`config.mk`:
```
export PLATFORM = sky130hd
export DESIGN_NAME = codon_scan_scheduler_flat
export DESIGN_NICKNAME = d
export VERILOG_FILES = /design/src/rtl/codon_scan_scheduler_if.sv /design/src/rtl/codon_scan_scheduler.sv /design/src/flat_wrapper.sv
export SDC_FILE = /design/constraint.sdc
export NUM_CORES = 1
export LEC_CHECK = 0
export ABC_AREA = 1
export BUFFER_PORTS_ARGS = -buffer_cell sky130_fd_sc_hd__buf_2
export CAP_MARGIN = 20
export CORE_MARGIN = 2
export CORE_UTILIZATION = 58
export CTS_CLUSTER_DIAMETER = 120
export DETAILED_ROUTE_END_ITERATION = 6
export PLACE_DENSITY = 0.83
export SETUP_SLACK_MARGIN = 0.05
export SYNTH_ARGS = -nofsm -noshare
export SYNTH_HDL_FRONTEND = slang
export SYNTH_SLANG_ARGS = --single-unit
```
`constraint.sdc`:
```
create_clock -name CLK -period 13.8 [get_ports CLK]
set_input_delay 2.76 -clock CLK [delete_from_list [all_inputs] [get_ports CLK]]
set_output_delay 2.76 -clock CLK [all_outputs]
set_load 0.005 [all_outputs]
```
`src/rtl/codon_scan_scheduler_if.sv`:
```
// Scheduler-side bundle: control, gene/codon memory reads, unit start/done and result handshake.
// The scheduler takes the master modport; the surrounding system (or a bench) takes the slave modport.
interface codon_scan_scheduler_if #(
  parameter int GENE_MEM_DEPTH  = 256,
  parameter int ELEMENT_COUNT   = 32,
  parameter int PROC_UNIT_COUNT = GENE_MEM_DEPTH / ELEMENT_COUNT,
  parameter int MAX_CODONS      = 6,
  parameter int MAX_COUNT       = 16,
  parameter int CODON_MEM_DEPTH = 32
) ();
  localparam int CW  = $clog2(MAX_COUNT + 1);
  localparam int NW  = $clog2(MAX_CODONS + 1);
  localparam int GAW = $clog2(GENE_MEM_DEPTH);
  localparam int CAW = $clog2(CODON_MEM_DEPTH);

  logic                          START;
  logic [NW-1:0]                 NUM_CODONS;
  logic                          BUSY;
  logic                          DONE;
  logic                          GENE_RD_EN;
  logic [GAW-1:0]                GENE_RD_ADDR;
  logic [PROC_UNIT_COUNT-1:0]    SEG_LOAD;
  logic                          CODON_RD_EN;
  logic [CAW-1:0]                CODON_RD_ADDR;
  logic                          PU_START;
  logic [PROC_UNIT_COUNT-1:0]    PU_DONE;
  logic [PROC_UNIT_COUNT*CW-1:0] PU_COUNT;
  logic                          RESULT_VALID;
  logic                          RESULT_READY;
  logic [CAW-1:0]                RESULT_CODON;
  logic [CW-1:0]                 RESULT_COUNT;
  logic                          ERR;

  modport master (
    input  START, NUM_CODONS, PU_DONE, PU_COUNT, RESULT_READY,
    output BUSY, DONE, GENE_RD_EN, GENE_RD_ADDR, SEG_LOAD, CODON_RD_EN, CODON_RD_ADDR,
           PU_START, RESULT_VALID, RESULT_CODON, RESULT_COUNT, ERR
  );

  modport slave (
    output START, NUM_CODONS, PU_DONE, PU_COUNT, RESULT_READY,
    input  BUSY, DONE, GENE_RD_EN, GENE_RD_ADDR, SEG_LOAD, CODON_RD_EN, CODON_RD_ADDR,
           PU_START, RESULT_VALID, RESULT_CODON, RESULT_COUNT, ERR
  );
endinterface

```
`src/rtl/codon_scan_scheduler.sv`:
```
// Whole-genome codon scan sequencer: segment load, per-codon unit run, saturated gather, result handshake.
// Optional RUN watchdog enabled by defining SCHED_TIMEOUT_EN (sets ERR and reports the partial total).
//
// state      | meaning
// IDLE       | waiting for START
// LOAD_SEG   | reading segment u from gene memory, one unit per cycle
// LOAD_CODON | reading codon c from codon memory
// RUN        | first cycle pulses PU_START, then gathers PU_DONE/PU_COUNT
// REPORT     | holding result until RESULT_READY
module codon_scan_scheduler #(
  parameter int ELEMENT_COUNT   = 32,
  parameter int GENE_MEM_DEPTH  = 256,
  parameter int PROC_UNIT_COUNT = GENE_MEM_DEPTH / ELEMENT_COUNT,
  parameter int MAX_CODONS      = 6,
  parameter int MAX_COUNT       = 16,
  parameter int CODON_MEM_DEPTH = 32,
  parameter int TIMEOUT_CYCLES  = 1024
) (
  input logic                    CLK,
  input logic                    RST_N,
  codon_scan_scheduler_if.master bus
);
  localparam int P   = PROC_UNIT_COUNT;
  localparam int CW  = $clog2(MAX_COUNT + 1);
  localparam int NW  = $clog2(MAX_CODONS + 1);
  localparam int GAW = $clog2(GENE_MEM_DEPTH);
  localparam int CAW = $clog2(CODON_MEM_DEPTH);
  localparam int UW  = (P > 1) ? $clog2(P) : 1;
  // wide enough for the accumulator plus every unit's full-scale count in one cycle
  localparam int SW  = CW + $clog2(P + 1);

  typedef enum logic [2:0] {
    S_IDLE, S_LOAD_SEG, S_LOAD_CODON, S_RUN, S_REPORT
  } state_t;

  state_t         state_q, state_d;
  logic [UW-1:0]  u_q;
  logic [NW-1:0]  c_q;
  logic [NW-1:0]  n_q;
  logic [P-1:0]   pending_q;
  logic [CW-1:0]  acc_q;
  logic           run_first_q;
  logic [P-1:0]   seg_load_q;
  logic           done_q;
  logic           err_q;

  logic [NW-1:0]  num_clamped;
  logic           seg_last;
  logic           codon_last;
  logic           handshake;
  logic [P-1:0]   hit;
  logic [P-1:0]   pending_nx;
  logic [SW-1:0]  sum_wide;
  logic [CW-1:0]  acc_nx;
  logic           timeout_hit;

  assign num_clamped = (bus.NUM_CODONS > NW'(MAX_CODONS)) ? NW'(MAX_CODONS) : bus.NUM_CODONS;
  assign seg_last    = (u_q == UW'(P - 1));
  assign codon_last  = (c_q == n_q - NW'(1));
  assign handshake   = (state_q == S_REPORT) && bus.RESULT_READY;
  // completions during the PU_START cycle belong to no run and are dropped
  assign hit         = run_first_q ? '0 : (pending_q & bus.PU_DONE);
  assign pending_nx  = pending_q & ~hit;

  always_comb begin
    sum_wide = SW'(acc_q);
    for (int i = 0; i < P; i++) begin
      if (hit[i]) sum_wide = sum_wide + SW'(bus.PU_COUNT[i*CW +: CW]);
    end
    acc_nx = (sum_wide > SW'(MAX_COUNT)) ? CW'(MAX_COUNT) : sum_wide[CW-1:0];
  end

`ifdef SCHED_TIMEOUT_EN
  localparam int TW = (TIMEOUT_CYCLES > 1) ? $clog2(TIMEOUT_CYCLES) : 1;
  logic [TW-1:0] run_cnt_q;

  assign timeout_hit = (state_q == S_RUN) && (run_cnt_q == '0) && (pending_nx != '0);

  always_ff @(posedge CLK or negedge RST_N) begin
    if (!RST_N) begin
      run_cnt_q <= '0;
      err_q     <= 1'b0;
    end else begin
      if (state_q == S_LOAD_CODON) run_cnt_q <= TW'(TIMEOUT_CYCLES - 1);
      else if (state_q == S_RUN && run_cnt_q != '0) run_cnt_q <= run_cnt_q - 1'b1;
      if (state_q == S_IDLE && bus.START) err_q <= 1'b0;
      else if (timeout_hit) err_q <= 1'b1;
    end
  end
`else
  assign timeout_hit = 1'b0;
  assign err_q       = 1'b0;
`endif

  always_ff @(posedge CLK or negedge RST_N) begin
    if (!RST_N) state_q <= S_IDLE;
    else        state_q <= state_d;
  end

  always_comb begin
    state_d = state_q;
    case (state_q)
      S_IDLE:       if (bus.START && num_clamped != '0) state_d = S_LOAD_SEG;
      S_LOAD_SEG:   if (seg_last) state_d = S_LOAD_CODON;
      S_LOAD_CODON: state_d = S_RUN;
      S_RUN:        if (pending_nx == '0 || timeout_hit) state_d = S_REPORT;
      S_REPORT:     if (handshake) state_d = codon_last ? S_IDLE : S_LOAD_CODON;
      default:      state_d = S_IDLE;
    endcase
  end

  always_ff @(posedge CLK or negedge RST_N) begin
    if (!RST_N) begin
      u_q         <= '0;
      c_q         <= '0;
      n_q         <= '0;
      pending_q   <= '0;
      acc_q       <= '0;
      run_first_q <= 1'b0;
      seg_load_q  <= '0;
      done_q      <= 1'b0;
    end else begin
      done_q     <= 1'b0;
      seg_load_q <= '0;
      case (state_q)
        S_IDLE: begin
          if (bus.START) begin
            if (num_clamped == '0) begin
              done_q <= 1'b1;
            end else begin
              n_q <= num_clamped;
              u_q <= '0;
              c_q <= '0;
            end
          end
        end
        S_LOAD_SEG: begin
          // gene memory has one cycle of read latency, so the capture strobe trails the read
          seg_load_q <= P'(1) << u_q;
          u_q        <= seg_last ? '0 : u_q + 1'b1;
        end
        S_LOAD_CODON: begin
          pending_q   <= '1;
          acc_q       <= '0;
          run_first_q <= 1'b1;
        end
        S_RUN: begin
          run_first_q <= 1'b0;
          pending_q   <= pending_nx;
          acc_q       <= acc_nx;
        end
        S_REPORT: begin
          if (handshake) begin
            if (codon_last) done_q <= 1'b1;
            else            c_q    <= c_q + 1'b1;
          end
        end
        default: ;
      endcase
    end
  end

  always_comb begin
    bus.BUSY          = (state_q != S_IDLE);
    bus.GENE_RD_EN    = 1'b0;
    bus.GENE_RD_ADDR  = '0;
    bus.CODON_RD_EN   = 1'b0;
    bus.CODON_RD_ADDR = '0;
    bus.PU_START      = 1'b0;
    bus.RESULT_VALID  = 1'b0;
    bus.RESULT_CODON  = '0;
    bus.RESULT_COUNT  = '0;
    case (state_q)
      S_LOAD_SEG: begin
        bus.GENE_RD_EN   = 1'b1;
        bus.GENE_RD_ADDR = GAW'(int'(u_q) * ELEMENT_COUNT);
      end
      S_LOAD_CODON: begin
        bus.CODON_RD_EN   = 1'b1;
        bus.CODON_RD_ADDR = CAW'(c_q);
      end
      S_RUN: bus.PU_START = run_first_q;
      S_REPORT: begin
        bus.RESULT_VALID = 1'b1;
        bus.RESULT_CODON = CAW'(c_q);
        bus.RESULT_COUNT = acc_q;
      end
      default: ;
    endcase
  end

  assign bus.SEG_LOAD = seg_load_q;
  assign bus.DONE     = done_q;
  assign bus.ERR      = err_q;

endmodule

```
`src/flat_wrapper.sv`:
```
// flat-port wrapper written by rule: the top's interface ports become plain ports
module codon_scan_scheduler_flat 
#(
  parameter int ELEMENT_COUNT   = 32,
  parameter int GENE_MEM_DEPTH  = 256,
  parameter int PROC_UNIT_COUNT = GENE_MEM_DEPTH / ELEMENT_COUNT,
  parameter int MAX_CODONS      = 6,
  parameter int MAX_COUNT       = 16,
  parameter int CODON_MEM_DEPTH = 32,
  parameter int TIMEOUT_CYCLES  = 1024
)
  (CLK, RST_N, bus_START, bus_NUM_CODONS, bus_PU_DONE, bus_PU_COUNT, bus_RESULT_READY, bus_BUSY, bus_DONE, bus_GENE_RD_EN, bus_GENE_RD_ADDR, bus_SEG_LOAD, bus_CODON_RD_EN, bus_CODON_RD_ADDR, bus_PU_START, bus_RESULT_VALID, bus_RESULT_CODON, bus_RESULT_COUNT, bus_ERR);
  codon_scan_scheduler_if #(.GENE_MEM_DEPTH(GENE_MEM_DEPTH), .ELEMENT_COUNT(ELEMENT_COUNT), .PROC_UNIT_COUNT(PROC_UNIT_COUNT), .MAX_CODONS(MAX_CODONS), .MAX_COUNT(MAX_COUNT), .CODON_MEM_DEPTH(CODON_MEM_DEPTH)) bus_i ();
  input logic CLK;
  input logic RST_N;
  input wire logic [$bits(bus_i.START)-1:0] bus_START;
  input wire logic [$bits(bus_i.NUM_CODONS)-1:0] bus_NUM_CODONS;
  input wire logic [$bits(bus_i.PU_DONE)-1:0] bus_PU_DONE;
  input wire logic [$bits(bus_i.PU_COUNT)-1:0] bus_PU_COUNT;
  input wire logic [$bits(bus_i.RESULT_READY)-1:0] bus_RESULT_READY;
  output wire logic [$bits(bus_i.BUSY)-1:0] bus_BUSY;
  output wire logic [$bits(bus_i.DONE)-1:0] bus_DONE;
  output wire logic [$bits(bus_i.GENE_RD_EN)-1:0] bus_GENE_RD_EN;
  output wire logic [$bits(bus_i.GENE_RD_ADDR)-1:0] bus_GENE_RD_ADDR;
  output wire logic [$bits(bus_i.SEG_LOAD)-1:0] bus_SEG_LOAD;
  output wire logic [$bits(bus_i.CODON_RD_EN)-1:0] bus_CODON_RD_EN;
  output wire logic [$bits(bus_i.CODON_RD_ADDR)-1:0] bus_CODON_RD_ADDR;
  output wire logic [$bits(bus_i.PU_START)-1:0] bus_PU_START;
  output wire logic [$bits(bus_i.RESULT_VALID)-1:0] bus_RESULT_VALID;
  output wire logic [$bits(bus_i.RESULT_CODON)-1:0] bus_RESULT_CODON;
  output wire logic [$bits(bus_i.RESULT_COUNT)-1:0] bus_RESULT_COUNT;
  output wire logic [$bits(bus_i.ERR)-1:0] bus_ERR;
  assign bus_i.START = bus_START;
  assign bus_i.NUM_CODONS = bus_NUM_CODONS;
  assign bus_i.PU_DONE = bus_PU_DONE;
  assign bus_i.PU_COUNT = bus_PU_COUNT;
  assign bus_i.RESULT_READY = bus_RESULT_READY;
  assign bus_BUSY = bus_i.BUSY;
  assign bus_DONE = bus_i.DONE;
  assign bus_GENE_RD_EN = bus_i.GENE_RD_EN;
  assign bus_GENE_RD_ADDR = bus_i.GENE_RD_ADDR;
  assign bus_SEG_LOAD = bus_i.SEG_LOAD;
  assign bus_CODON_RD_EN = bus_i.CODON_RD_EN;
  assign bus_CODON_RD_ADDR = bus_i.CODON_RD_ADDR;
  assign bus_PU_START = bus_i.PU_START;
  assign bus_RESULT_VALID = bus_i.RESULT_VALID;
  assign bus_RESULT_CODON = bus_i.RESULT_CODON;
  assign bus_RESULT_COUNT = bus_i.RESULT_COUNT;
  assign bus_ERR = bus_i.ERR;
  codon_scan_scheduler #(.ELEMENT_COUNT(ELEMENT_COUNT), .GENE_MEM_DEPTH(GENE_MEM_DEPTH), .PROC_UNIT_COUNT(PROC_UNIT_COUNT), .MAX_CODONS(MAX_CODONS), .MAX_COUNT(MAX_COUNT), .CODON_MEM_DEPTH(CODON_MEM_DEPTH), .TIMEOUT_CYCLES(TIMEOUT_CYCLES)) u_core (.CLK(CLK), .RST_N(RST_N), .bus(bus_i));
endmodule
```
==> impl_metrics.toml <==
[worst_hold_path]
hold_class = "flip-flop to flip-flop"
worstHoldStart = "u_core.u_q[2]"

[sta]
period_share_pct = 77.30
fmax_ghz = 0.09374
finalSetupTns_ns = 0
finalCriticalPeriod_ns = 10.67
setup_viol = 0
tightest_slew_ns = 0.7642
fin_skew_ns = 0.01003
fin_ws_ns = 3.133
slew_violations = 0
slew_headroom_pct = 48.58
rsz0062_at_grt = "false"
hold_viol = 0

[detailed_routing]
routed_via_density = 5.347
drt_pass1_iterations = 5
drc = 0
wl_per_cell_um = 13.11
drt_iter0_markers = 228
ant_nets = 0
routed_wirelength_mm = 11.97
vias = 4882

[floorplanning]
initial_core_util_pct = 59.85
die_height_um = 96.31
io_pins = 93
core_area_sq_mm = 0.008258
die_w_um = 96.31
placementRows = 33
dieArea_sq_mm = 0.009276

[power_and_ir_drop]
ir_drop_mv = 0.1381
combinationalPowerShare_pct = 82.2
p_seq_share_pct = 10.9
p_per_area_mw_per_mm2 = 293.8
power_switching_uw = 938.5
power.leakage_uw = 0.002992
clock_power_share_pct = 6.9
finalPower_uw = 1622
p_int_uw = 683.6
p_sw_share_pct = 57.86

[grt]
grt_pass1_vias = 4707
grt_max_degree = 36
grt_pass1_wl_mm = 20.09
antenna_found_initial = 1
gr-total-overflow = 0
track_usage_pct = 26.88

[placed_design]
pre_cts_ws_ns = 2.958
place.gp.congestion = 0.8911
dpl_cell_area_sq_mm = 0.005384
dp_hpwl_mm = 9.914
io_buffers = 82

[setup_path]
start_kind = "primary input"
r2r-start = "u_core.acc_q[0]"
critPathMaxFanout = 4
cp_slowest_cell = "fa_1"
cp.required_ns = 14.00
endpoint_kind = "flip-flop"
max_stage_delay_ns = 0.52
criticalPathCategory = "primary input to flip-flop"
arrival_ns = 10.87
startpoint = "bus_PU_COUNT[0]"

[synth]
postSynthCellCount = 728
ys_types = 52
synth.avg_cell_area_sq_um = 6.789
synth_edf_count = 0
synth_area_sq_mm = 0.004942
yosysSeqAreaShare_pct = 17.72
synth_flop_cell = "dfrtp_1"
ys_async_sr_fraction_pct = 100.0
ys_ff_latch = 35
yosys_warnings = 0

[clock_network]
clk_latency_ns = 0.30
numCtsBuffers = 5
clockBufferDepth = 2
cts_tree = "done"
cts.hold.buffers_added = 0
htreeDepth = 2
cts_setup_buffers = 0
clkTransAtPathRegs_ns = 0.08
clock-sinks = 35
ctsResizeCount = 0
cts-root-buf = "clkbuf_8"

[cells_and_area]
syn2layout_area_growth_pct = 11.70
seqCellArea_sq_um = 875.8
final_cell_area_sq_mm = 0.005520
fin_nets = 919
nFillCells = 697
diodes = 0
multi_input_area_sq_mm = 0.003457
post_route_cells_drive_above_1_share_pct = 21.91

[outcome]
outcome = "complete, no violations"

[run]
maxCapViolCount = 0
==> worst max-delay path: cells and delay by family <==
kind / cells / cell delay (ns)
simple gates: 11 / 0.87
buf+inv: 8 / 0.72
xor+xnor: 2 / 0.35
compound gates: 11 / 2.55
fa+ha+maj: 9 / 3.62
==> cells in the mapped netlist, types with 2 or more instances <==
cell,instances,area share [%]
o21ai_2,5,0.89
xor2_1,12,2.1
buf_2,3,0.30
nand4_1,14,1.8
clkbuf_1,2,0.15
nand2_2,14,1.8
nor2_4,5,1.1
nor4_1,2,0.25
a211oi_1,2,0.30
nand2_4,15,3.4
inv_1,118,9.0
nor2_2,2,0.25
nor3_1,13,1.3
nand3_1,29,2.9
nor3_2,2,0.41
nor2_1,73,5.5
ha_1,49,12
o21ai_1,11,1.1
o21ai_0,38,3.8
a22oi_1,3,0.46
nand3b_1,3,0.46
or2_2,6,0.76
o22ai_1,7,0.89
nand3_4,3,1.1
nand3_2,15,3.0
fa_1,8,3.2
a31oi_1,4,0.51
buf_4,13,2.0
clkinv_1,4,0.30
inv_2,12,0.91
o31ai_1,2,0.30
o21a_1,2,0.30
o2111ai_1,2,0.35
nand2_1,150,11
a21oi_1,29,2.9
xnor2_1,6,1.1
dfrtp_1,35,18
==> stage by stage <==
step	utilization, %	cells	hold WS (ns)
after floorplan	-	737	0.4818
after global placement	65.20	905	0.5114
after detailed placement	65.20	905	0.5323
after CTS	66.85	913	0.5476
after global routing	66.85	913	0.5797
final	66.85	913	0.5488
==> placed cells by master (no fill, tap or decap), drive strengths merged, types with 7 or more instances in the layout <==
cell,count
fa,8
nand4,15
nor3,15
o22ai,7
buf,82
nor2,80
dfrtp,35
o21ai,54
xor2,12
ha,49
nand2,179
conb,10
nand3,47
a21oi,31
inv,131
==> per-layer routing <==
metal,GRT usage [%],wire (um)
met1,33.51,5143
met2,48.73,6018
met3,4.385,614
met4,5.634,179
met5,0,13
==> power by group through the flow <==
stage | registers [uW] | logic, uW | clock network (uW)
detailed placement | 176 | 1310 | 0
CTS | 175 | 1320 | 112
global route | 180 | 1510 | 116
finish | 176 | 1330 | 112
global placement | 174 | 1260 | 0
floorplan | 167 | 1060 | 0
==> cell type report <==
class                           instances  share of cell area [%]
Sequential cell                        35                   15.87
Clock buffer                            5                   1.247
Inverter                              135                   9.225
Multi-Input combinational cell        548                   62.62
Timing Repair Buffer                   82                   7.434
Tap cell                              105                   2.380
Clock inverter                          3                   1.224
==> state kept, by name, summed over array words and instances, names as in the netlist <==
register	cells
u_core.bus.SEG_LOAD	8
u_core.pending_q	8
u_core.acc_q	5
u_core.c_q	3
u_core.n_q	3
u_core.state_q	3
u_core.u_q	3
u_core.bus.DONE	1
u_core.run_first_q	1
==> cells by family after synthesis <==
kind of cell	count (synthesis)	share of synthesized area, %
AO/OA/AOI/OAI	112	13.72
XOR/XNOR	18	3.190
adder cells (fa/ha/maj)	57	15.65
buffers and inverters	154	13.01
flip-flops	35	17.72
multiplexers	2	0.4304
other	1	0.07588
AND/OR/NAND/NOR	349	36.20
==> path summary, 6_finish.rpt <==
| kind | depth (start not counted) | endpoint | slack (ns) |
|---|---|---|---|
| max in group asynchronous | 1 | u_core.acc_q[3] | 10.78 |
| min reg2reg | 1 | u_core.bus.SEG_LOAD[0] | 0.55 |
| min in group asynchronous | 1 | u_core.bus.SEG_LOAD[4] | 2.53 |
| max | 41 | u_core.acc_q[1] | 3.13 |
| min | 1 | u_core.bus.SEG_LOAD[0] | 0.55 |
| max reg2reg | 40 | u_core.acc_q[1] | 5.28 |
Power figures use the tool's default switching activity.
